$ cat src/rtl/spi_seq_pkg.sv
// Shared types and constants for the SPI command sequencer.
// Optional watchdog on the write-data phase is enabled with SPI_SEQ_WDOG_EN.
package spi_seq_pkg;

  localparam int unsigned DATA_W = 16;
  localparam int unsigned CNT_W  = 32;
  localparam int unsigned ADDR_W = 4;
  localparam int unsigned WDOG_W = 24;

  localparam logic [ADDR_W-1:0] ADDR_STATUS = 4'd0;
  localparam logic [ADDR_W-1:0] ADDR_CTRL   = 4'd1;
  localparam logic [ADDR_W-1:0] ADDR_GATE   = 4'd2;
  localparam logic [ADDR_W-1:0] ADDR_CNT_LO = 4'd3;
  localparam logic [ADDR_W-1:0] ADDR_CNT_HI = 4'd4;

  localparam logic [DATA_W-1:0] ACK_TOKEN  = 16'hA5A5;
  localparam logic [DATA_W-1:0] BAD_TOKEN  = 16'hDEAD;
  localparam logic [DATA_W-1:0] GATE_RESET = 16'd1000;

  typedef enum logic {
    IDLE  = 1'b0,
    WDATA = 1'b1
  } seq_state_e;

  typedef struct packed {
    logic              wr;
    logic [2:0]        rsvd;
    logic [ADDR_W-1:0] addr;
    logic [7:0]        arg;
  } cmd_word_t;

  function automatic logic [DATA_W-1:0] status_word(input logic       running,
                                                    input logic       err,
                                                    input logic [3:0] version);
    return {running, err, 10'b0, version};
  endfunction

  function automatic logic is_reserved(input logic [ADDR_W-1:0] addr);
    return addr > ADDR_CNT_HI;
  endfunction

endpackage

$ cat src/rtl/spi_frame_sync.sv
// ss_n synchroniser and frame-end detector; captures the rx word at frame end.
module spi_frame_sync
  import spi_seq_pkg::*;
(
  input  logic              sysClk,
  input  logic              rst_n,
  input  logic              ss_n,
  input  logic [DATA_W-1:0] spi_rx,
  output logic              frame_done,
  output logic [DATA_W-1:0] cmd_q
);

  // [0],[1] synchroniser flops, [2] previous synchronised level
  logic [2:0] ss_sync;
  logic       rise_c;

  // Two consecutive high samples after a low one: single-cycle glitches never qualify
  assign rise_c = ss_sync[1] & ss_sync[0] & ~ss_sync[2];

  always_ff @(posedge sysClk) begin
    if (!rst_n) begin
      ss_sync    <= 3'b111;
      frame_done <= 1'b0;
      cmd_q      <= '0;
    end else begin
      ss_sync    <= {ss_sync[1:0], ss_n};
      frame_done <= rise_c;
      if (rise_c) cmd_q <= spi_rx;
    end
  end

endmodule

$ cat src/rtl/spi_cmd_sequencer.sv
// Frame-level command decoder and register file behind the SPI slave.
// Define SPI_SEQ_WDOG_EN to add a timeout on the write-data phase.
module spi_cmd_sequencer
  import spi_seq_pkg::*;
#(
  parameter logic [3:0]        VERSION     = 4'h1,
  parameter logic [WDOG_W-1:0] WDOG_CYCLES = 24'd1_000_000
) (
  input  logic              sysClk,
  input  logic              rst_n,
  input  logic              ss_n,
  input  logic [DATA_W-1:0] spi_rx,
  output logic [DATA_W-1:0] spi_tx,
  input  logic [CNT_W-1:0]  count_in,
  input  logic              acq_running,
  output logic              acq_start,
  output logic              acq_stop,
  output logic [DATA_W-1:0] gate_cycles,
  output logic              cmd_err
);

  logic              frame_done;
  logic [DATA_W-1:0] cmd_q;
  cmd_word_t         cmd;

  seq_state_e        state;
  logic [ADDR_W-1:0] addr_q;
  logic [CNT_W-1:0]  shadow;
  logic              wr_pend;
  logic [DATA_W-1:0] wr_data;

  logic [DATA_W-1:0] rd_data_c;
  logic              rd_bad_c;
  logic              err_apply_c;
  logic              unused_arg;

  spi_frame_sync u_sync (
    .sysClk     (sysClk),
    .rst_n      (rst_n),
    .ss_n       (ss_n),
    .spi_rx     (spi_rx),
    .frame_done (frame_done),
    .cmd_q      (cmd_q)
  );

  assign cmd        = cmd_q;
  assign unused_arg = ^cmd.arg;

`ifdef SPI_SEQ_WDOG_EN
  logic [WDOG_W-1:0] wdog_q;
`else
  logic unused_wdog;
  assign unused_wdog = ^WDOG_CYCLES;
`endif

  // Read response mux; CNT_LO returns the live count, which is snapshotted the same cycle
  always_comb begin
    rd_data_c = BAD_TOKEN;
    rd_bad_c  = 1'b0;
    case (cmd.addr)
      ADDR_STATUS: rd_data_c = status_word(acq_running, cmd_err, VERSION);
      ADDR_CTRL:   rd_data_c = '0;
      ADDR_GATE:   rd_data_c = gate_cycles;
      ADDR_CNT_LO: rd_data_c = count_in[DATA_W-1:0];
      ADDR_CNT_HI: rd_data_c = shadow[CNT_W-1:DATA_W];
      default:     rd_bad_c  = 1'b1;
    endcase
  end

  // Error flag as it stands once the pending write lands, so the STATUS response reflects it
  always_comb begin
    err_apply_c = cmd_err;
    if (addr_q == ADDR_CTRL && wr_data[2]) err_apply_c = 1'b0;
  end

  always_ff @(posedge sysClk) begin
    if (!rst_n) begin
      state       <= IDLE;
      addr_q      <= '0;
      shadow      <= '0;
      wr_pend     <= 1'b0;
      wr_data     <= '0;
      spi_tx      <= '0;
      gate_cycles <= GATE_RESET;
      acq_start   <= 1'b0;
      acq_stop    <= 1'b0;
      cmd_err     <= 1'b0;
`ifdef SPI_SEQ_WDOG_EN
      wdog_q      <= '0;
`endif
    end else begin
      acq_start <= 1'b0;
      acq_stop  <= 1'b0;
      wr_pend   <= 1'b0;

      if (wr_pend) begin
        cmd_err <= err_apply_c;
        spi_tx  <= status_word(acq_running, err_apply_c, VERSION);
        case (addr_q)
          ADDR_CTRL: begin
            if (wr_data[1])      acq_stop  <= 1'b1;
            else if (wr_data[0]) acq_start <= 1'b1;
          end
          ADDR_GATE: gate_cycles <= wr_data;
          default: ;
        endcase
      end

      case (state)
        IDLE: begin
          if (frame_done) begin
            if (cmd.rsvd != 3'b000) cmd_err <= 1'b1;
            if (cmd.wr) begin
              state  <= WDATA;
              addr_q <= cmd.addr;
              spi_tx <= ACK_TOKEN;
              if (is_reserved(cmd.addr)) cmd_err <= 1'b1;
`ifdef SPI_SEQ_WDOG_EN
              wdog_q <= '0;
`endif
            end else begin
              spi_tx <= rd_data_c;
              if (rd_bad_c) cmd_err <= 1'b1;
              if (cmd.addr == ADDR_CNT_LO) shadow <= count_in;
            end
          end
        end
        WDATA: begin
          if (frame_done) begin
            wr_pend <= 1'b1;
            wr_data <= cmd_q;
            state   <= IDLE;
`ifdef SPI_SEQ_WDOG_EN
          end else if (wdog_q == WDOG_CYCLES) begin
            state   <= IDLE;
            cmd_err <= 1'b1;
            spi_tx  <= BAD_TOKEN;
          end else begin
            wdog_q  <= wdog_q + WDOG_W'(1);
`endif
          end
        end
        default: state <= IDLE;
      endcase
    end
  end

endmodule

$ cat config.mk
export PLATFORM = sky130hd
export DESIGN_NAME = spi_cmd_sequencer
export DESIGN_NICKNAME = d
export VERILOG_FILES = /design/src/rtl/spi_seq_pkg.sv /design/src/rtl/spi_frame_sync.sv /design/src/rtl/spi_cmd_sequencer.sv
export SDC_FILE = /design/constraint.sdc
export NUM_CORES = 1
export LEC_CHECK = 0
export ABC_AREA = 0
export CAP_MARGIN = 20
export CORE_ASPECT_RATIO = 0.7
export CORE_MARGIN = 2
export CORE_UTILIZATION = 35
export DETAILED_ROUTE_END_ITERATION = 10
export SLEW_MARGIN = 20
export SYNTH_ARGS = -nofsm -noshare
export SYNTH_HDL_FRONTEND = slang
export SYNTH_SLANG_ARGS = --single-unit
$ cat constraint.sdc
create_clock -name sysClk -period 3.1 [get_ports sysClk]
set_input_delay 0.62 -clock sysClk [delete_from_list [all_inputs] [get_ports sysClk]]
set_output_delay 0.62 -clock sysClk [all_outputs]
set_load 0.05 [all_outputs]
==> summary.md, run 1 <==
| Metric | Value |
|---|---|
| Status | finished clean |
| Total GRT Usage | 0.1905 |
| Routability cong. | around 0.84 |
| Yosys cell types | just over 40 |
| Critical Path Sink Type | flop |
| Worst-path clk slew | approximately 0.06 ns |
| Final clock skew | approximately 0.0049 ns |
| Synth Area per Inst | 8.203 um^2 |
| FILL cells | ~1000 |
| I/O Pins | 87 |
| Synthesized cell area | about 3600 um^2 |
| # resized after CTS | 0 |
| Critical Path Fanout Max | 17 |
| Vias per cell | about 5.2 |
| Post-synth EDFFs | 0 |
| Yosys reg bits | a little over 90 |
| Period utilization | 0.7301 |
| CTS tree | done |
| Hpwl dp | 7.523 mm |
| Clock latency on the worst-skew pair | between 0.3 and 0.4 ns |
| Leakage | about 1.7 nW |
| Cell count after synthesis | about 440 |
| Post-synthesis sequential area ratio | 0.5112 |
| # hold bufs at CTS | 0 |
| Count of input and output buffers | between 80 and 90 |
| Max-Cap Viols | 0 |
| Detailed-route via count | roughly 3400 |
| Pin count of the biggest net entering global routing | between 50 and 60 |
| Global-route wire length before repair | about 17 mm |
| Period minus WS final | roughly 2.3 ns |
| Syn nets | a little under 500 |
| Antenna viol nets, final | 0 |
| Area delta synth->final | 33.67% |
| Layout cells sized above 1 | 0.05192 |
| Die area | between 10000 and 15000 um^2 |
| Slew Limit Fails | 0 |
| Antenna violations before repair | 0 |
| Total grt overflow | 0 |
| Worst hold start | u_sync.ss_sync[1]$_SDFF_PN1_ |
| Placed cells | about 640 |
| Most numerous cell in the Yosys netlist | nand2_1 |
| Die X | around 130 um |
| Final wirelength | approximately 11 mm |
| Final setup viols | 0 |
| Commonest cells in the netlist | nand2_1, dfxtp_1, a21oi_1 |
| Hold crit path type | reg -> reg |
| Top_reg_cell synth | dfxtp_1 |
| Nets | around 570 |
| Power Density | between 500 and 600 nW/um^2 |
| Crit Path Class | reg -> reg |
| R2R cell count | 4 |
| Number of global-route vias before repair | roughly 3200 |
| H-tree depth | 3 |
| DR pass1 iterations | 5 |
| Final Instance Count excl. Fillers | roughly 650 |
| Worst vdd ir | ~0.26 mV |
| Max frequency | approximately 440 MHz |
| RSZ-0062 raised after global routing | false |
| Rows | 31 |
| Num CTS Buffers | 9 |
| Max_slew headroom | 0.3062 |
| Ant. Diodes | 0 |
| Synth Warn # | 0 |
| Clock Path Buffers | 2 |
| 1st-iter DRT viols | 271 |
| Critical path arrival | around 2.5 ns |
| Routed wire per std cell | around 16 um |
| Worst hold margin | 0.4423 ns |
| Slew @ Worst Pin | about 1.0 ns |
| Setup TNS | 0 ns |
| CTS sink cnt | 93 |
| Post-synth ARST share | 0 |
| Startpoint Class | flop |
| Crit. Startpoint | u_sync.cmd_q[8]$_SDFFE_PN0P_ |
| Initial core utilization | 0.3557 |
| DRC viols | 0 |
| Hold Vio Cnt, Final | 0 |
| Largest cells by area after synthesis | dfxtp_1, nand2_1, a21oi_1, a21boi_0, a222oi_1 |
| Top cell type's share of synthesized area | 0.5112 |
| Core Area | about 10000 um^2 |
| Req. time, crit path | approximately 3.3 ns |
| Post-CTS Setup Repair Bufs | 0 |
| CTS root buf | clkbuf_16 |
| Critical R2R Launch | u_sync.cmd_q[8]$_SDFFE_PN0P_ |
| WHS Path Cells | 1 |
| Die Ht | slightly below 90 um |
| Cell accounting for the most synthesized area | dfxtp_1 |
path summary, 6_finish.rpt:
kind	slack [ns]	endpoint
setup / recovery	0.84	shadow[20]$_SDFFE_PN0P_
hold / removal	0.44	u_sync.ss_sync[2]$_SDFF_PN1_
setup reg to reg	0.84	shadow[20]$_SDFFE_PN0P_
hold reg to reg	0.44	u_sync.ss_sync[2]$_SDFF_PN1_
power by group:
part           leakage [nW]  total, W  switching [W]  internal (W)
logic                 0.753  0.000130      0.0000551     0.0000746
clock network         0.150   0.00112       0.000447      0.000670
registers             0.750   0.00121     0.00000709       0.00120
total                  1.65   0.00245       0.000509       0.00195
per-layer routing:
layer | wire length, um | track usage | share of wire
met5 | 0 | 0 | 0
met2 | 4560 | 0.2937 | 0.43
met4 | 94 | 0.04196 | 0.0089
met3 | 637 | 0.05745 | 0.060
met1 | 5272 | 0.2656 | 0.50
cell type report:
class                   count  area, um^2  share of cell area
inverters                   4       15.01            0.003084
flip-flops and latches     93        1862              0.3824
multi-input cells         314        1609              0.3305
well taps                 132       165.2             0.03392
repair buffers             93       913.4              0.1876
clock buffers              13       260.3             0.05346
clock inverters             3       43.79            0.008995
registers in the layout (all words and copies together), names as in the netlist:
register and cells:
acq_start 1, acq_stop 1, addr_q 4, cmd_err 1
gate_cycles 16, shadow 16, spi_tx 16, state 1
u_sync.cmd_q 16, u_sync.frame_done 1, u_sync.ss_sync 3, wr_data 16
wr_pend 1
worst max-delay path, stage by stage, from the launching register on:
cell	delay, ns
dfxtp_1	0.57
and4bb_1	0.70
nand3b_1	0.56
nand2_1	0.20
a21oi_1	0.09
cell usage in the layout (no fill, tap or decap), types with 2 or more instances in the layout:
master / Yosys / layout
dfxtp_1: 93 / 93
buf_4: 2 / 7
nand3b_1: 2 / 2
inv_1: 3 / 3
and3_1: 2 / 2
nor2b_1: 4 / 4
o22ai_1: 3 / 3
nor4b_2: 2 / 2
clkbuf_1: 20 / 2
nor3_1: 4 / 4
nor2_1: 10 / 10
a222oi_1: 9 / 9
o21ai_0: 6 / 6
nand2b_1: 9 / 9
nand2_1: 146 / 146
nand3_1: 16 / 16
a21oi_1: 59 / 59
clkdlybuf4s50_1: 0 / 86
a221oi_1: 4 / 4
a22oi_1: 5 / 5
clkbuf_16: 0 / 9
a21boi_0: 13 / 13
a22o_1: 4 / 4
clkbuf_8: 0 / 2
and4b_1: 2 / 2
per-stage QoR:
| step | setup WS [ns] | cell area [um^2] | power, W | utilization |
|---|---|---|---|---|
| finish | 0.8366 | 4868 | 0.002455 | 0.4754 |
| global route | 0.6115 | 4868 | 0.002535 | 0.4754 |
| CTS | 0.8378 | 4868 | 0.002476 | 0.4754 |
| detailed placement | 0.8789 | 4564 | 0.001364 | 0.4457 |
| global placement | 0.9772 | 4564 | 0.001364 | 0.4457 |
| floorplan | 1.427 | 3642 | 0.001279 | - |
logic make-up after synthesis:
kind of cell | Yosys count | synth area share
buffers and inverters | 37 | 0.04706
and+or+nand+nor | 203 | 0.2484
DFF | 93 | 0.5112
AOI/OAI and AO/OA | 111 | 0.1934
Note: power is estimated with default switching activity, not from simulation.
==> run 2, diff against run 1 <==
- clock period: 3.1 -> 2.3 ns (I/O delays scaled with it)
==> summary.md, run 2 (synthesis results as in run 1) <==
| Metric | Value |
|---|---|
| Status | finished clean |
| Worst vdd ir | about 0.31 mV |
| Worst-path clk slew | approximately 0.070 ns |
| WHS Path Cells | 1 |
| Die X | between 100 and 150 um |
| Period minus WS final | about 2.1 ns |
| Setup TNS | 0 ns |
| Critical path arrival | 1.61 ns |
| Rows | 31 |
| Area after DPL | roughly 4600 um^2 |
| Max frequency | approximately 480 MHz |
| Post-CTS Setup Repair Bufs | 0 |
| Slowest stage delay, CP | ~0.84 ns |
| Count of input and output buffers | 86 |
| Critical Path Sink Type | output port |
| I/O Pins | 87 |
| Routed wire per std cell | roughly 16 um |
| Die Ht | around 89 um |
| Power Density | ~670 nW/um^2 |
| Period utilization | 0.8997 |
| Total GRT Usage | 0.1933 |
| Commonest non-fill, non-tap cells in the layout | nand2_1, dfxtp_1, clkdlybuf4s50_1, a21oi_1, buf_4 |
| Detailed-route via count | 3422 |
| Req. time, crit path | between 1.5 and 2 ns |
| Leakage | ~1.7 nW |
| CTS root buf | clkbuf_16 |
| Slowest cell on crit path | clkdlybuf4s50_1 |
| Slew Limit Fails | 0 |
| Pin count of the biggest net entering global routing | just under 50 |
| Max_slew headroom | 0.5341 |
| DRC viols | 0 |
| # hold bufs at CTS | 0 |
| Critical Path, Cell by Cell | clkdlybuf4s50_1 |
| 1st-iter DRT viols | 320 |
| FF-to-FF setup slack | a little under 0.4 ns |
| Max-Cap Viols | 0 |
| Total grt overflow | 0 |
| Ant. Diodes | 0 |
| Area delta synth->final | 35.93% |
| Number of global-route vias before repair | ~3300 |
| RSZ-0062 raised after global routing | false |
| Final wirelength | approximately 11 mm |
| Layout cells sized above 1 | 0.07358 |
| Vias per cell | 5.169 |
| DR pass1 iterations | 6 |
| CTS sink cnt | 93 |
| Crit Path Class | reg -> out |
| Hold Vio Cnt, Final | 0 |
| Num CTS Buffers | 9 |
| Initial core utilization | 0.3557 |
| Critical R2R Launch | u_sync.cmd_q[9]$_SDFFE_PN0P_ |
| Global-route wire length before repair | about 17 mm |
| Commonest non-fill, non-tap cell in the layout | nand2_1 |
| Startpoint Class | flop |
| Routability cong. | between 0.8 and 0.9 |
| Core Area | a little over 10000 um^2 |
| H-tree depth | 3 |
| Final instance area | slightly below 5000 um^2 |
| Slew @ Worst Pin | about 0.7 ns |
| Antenna violations before repair | 0 |
| Reg-to-Reg End | spi_tx[0]$_SDFF_PN0_ |
| Critical Path Fanout Max | 3 |
| Hpwl dp | ~7.7 mm |
| Antenna viol nets, final | 0 |
| Worst hold start | u_sync.ss_sync[1]$_SDFF_PN1_ |
| Clock latency on the worst-skew pair | between 0.3 and 0.4 ns |
| Hold crit path type | reg -> reg |
| Buffers plus inverters on the worst setup path | 1 |
| Final setup viols | 0 |
| Final clock skew | 0.006426 ns |
| WHS Endpoint | u_sync.ss_sync[2]$_SDFF_PN1_ |
| Clock Path Buffers | 2 |
| CTS tree | done |
| Nets | slightly below 600 |
| # resized after CTS | 0 |
| CP delay by family, top | buffers and inverters |
| Die area | between 10000 and 15000 um^2 |
| R2R cell count | 4 |
-- run 2: cell count changes in the layout (fill, tap and decap cells not counted), sizes merged --
cell / delta
clkinvlp: +2
buf: +10
clkbuf: -2
-- run 2: layer usage --
layer,vias to the layer above,GRT usage,routed length [um]
met2,121,0.3045,4670
met5,-,0,0
met3,8,0.05147,679
met1,1614,0.2671,5183
met4,0,0.04695,81
li1,1679,-,-
-- run 2: layout make-up --
type | instances | area (um^2)
tap | 132 | 165.2
clock buffer | 11 | 252.7
multi-input combinational | 314 | 1609
sequential | 93 | 1862
timing repair buffer | 103 | 988.4
clock inverter | 5 | 58.81
inverter | 4 | 15.01
fill | 1026 | 5289
-- run 2: stage by stage --
| step | power [W] | utilization | cells | hold slack (ns) | worst slack [ns] |
|---|---|---|---|---|---|
| floorplan | 0.001724 | - | 444 | 0.4107 | 0.7869 |
| global placement | 0.001841 | 0.4531 | 646 | 0.4138 | 0.3719 |
| detailed placement | 0.001841 | 0.4531 | 646 | 0.4204 | 0.3908 |
| CTS | 0.003364 | 0.4835 | 662 | 0.4360 | 0.2248 |
| global route | 0.003457 | 0.4835 | 662 | 0.4463 | 0.1104 |
| finish | 0.003329 | 0.4835 | 662 | 0.4376 | 0.2307 |
-- run 2: worst max path at each step --
| stage | start | end | slack, ns | cells after the start |
|---|---|---|---|---|
| 3_3_place_gp | rst_n | spi_tx[6]$_SDFF_PN0_ | 0.37 | 5 |
| 4_1_cts | gate_cycles[6]$_SDFFE_PN1P_ | gate_cycles[6] | 0.22 | 1 |
| 3_5_place_dp | rst_n | spi_tx[6]$_SDFF_PN0_ | 0.39 | 5 |
| 6_report | gate_cycles[6]$_SDFFE_PN1P_ | gate_cycles[6] | 0.23 | 1 |
| 2_1_floorplan | rst_n | spi_tx[11]$_SDFF_PN0_ | 0.79 | 4 |
| 5_1_grt | u_sync.cmd_q[9]$_SDFFE_PN0P_ | spi_tx[0]$_SDFF_PN0_ | 0.11 | 4 |
-- run 2: where the power goes --
part	switching (W)	total (W)	internal [W]
registers	0.00000881	0.00163	0.00162
clock network	0.000623	0.00152	0.000901
logic	0.0000735	0.000176	0.000103
total	0.000705	0.00333	0.00262
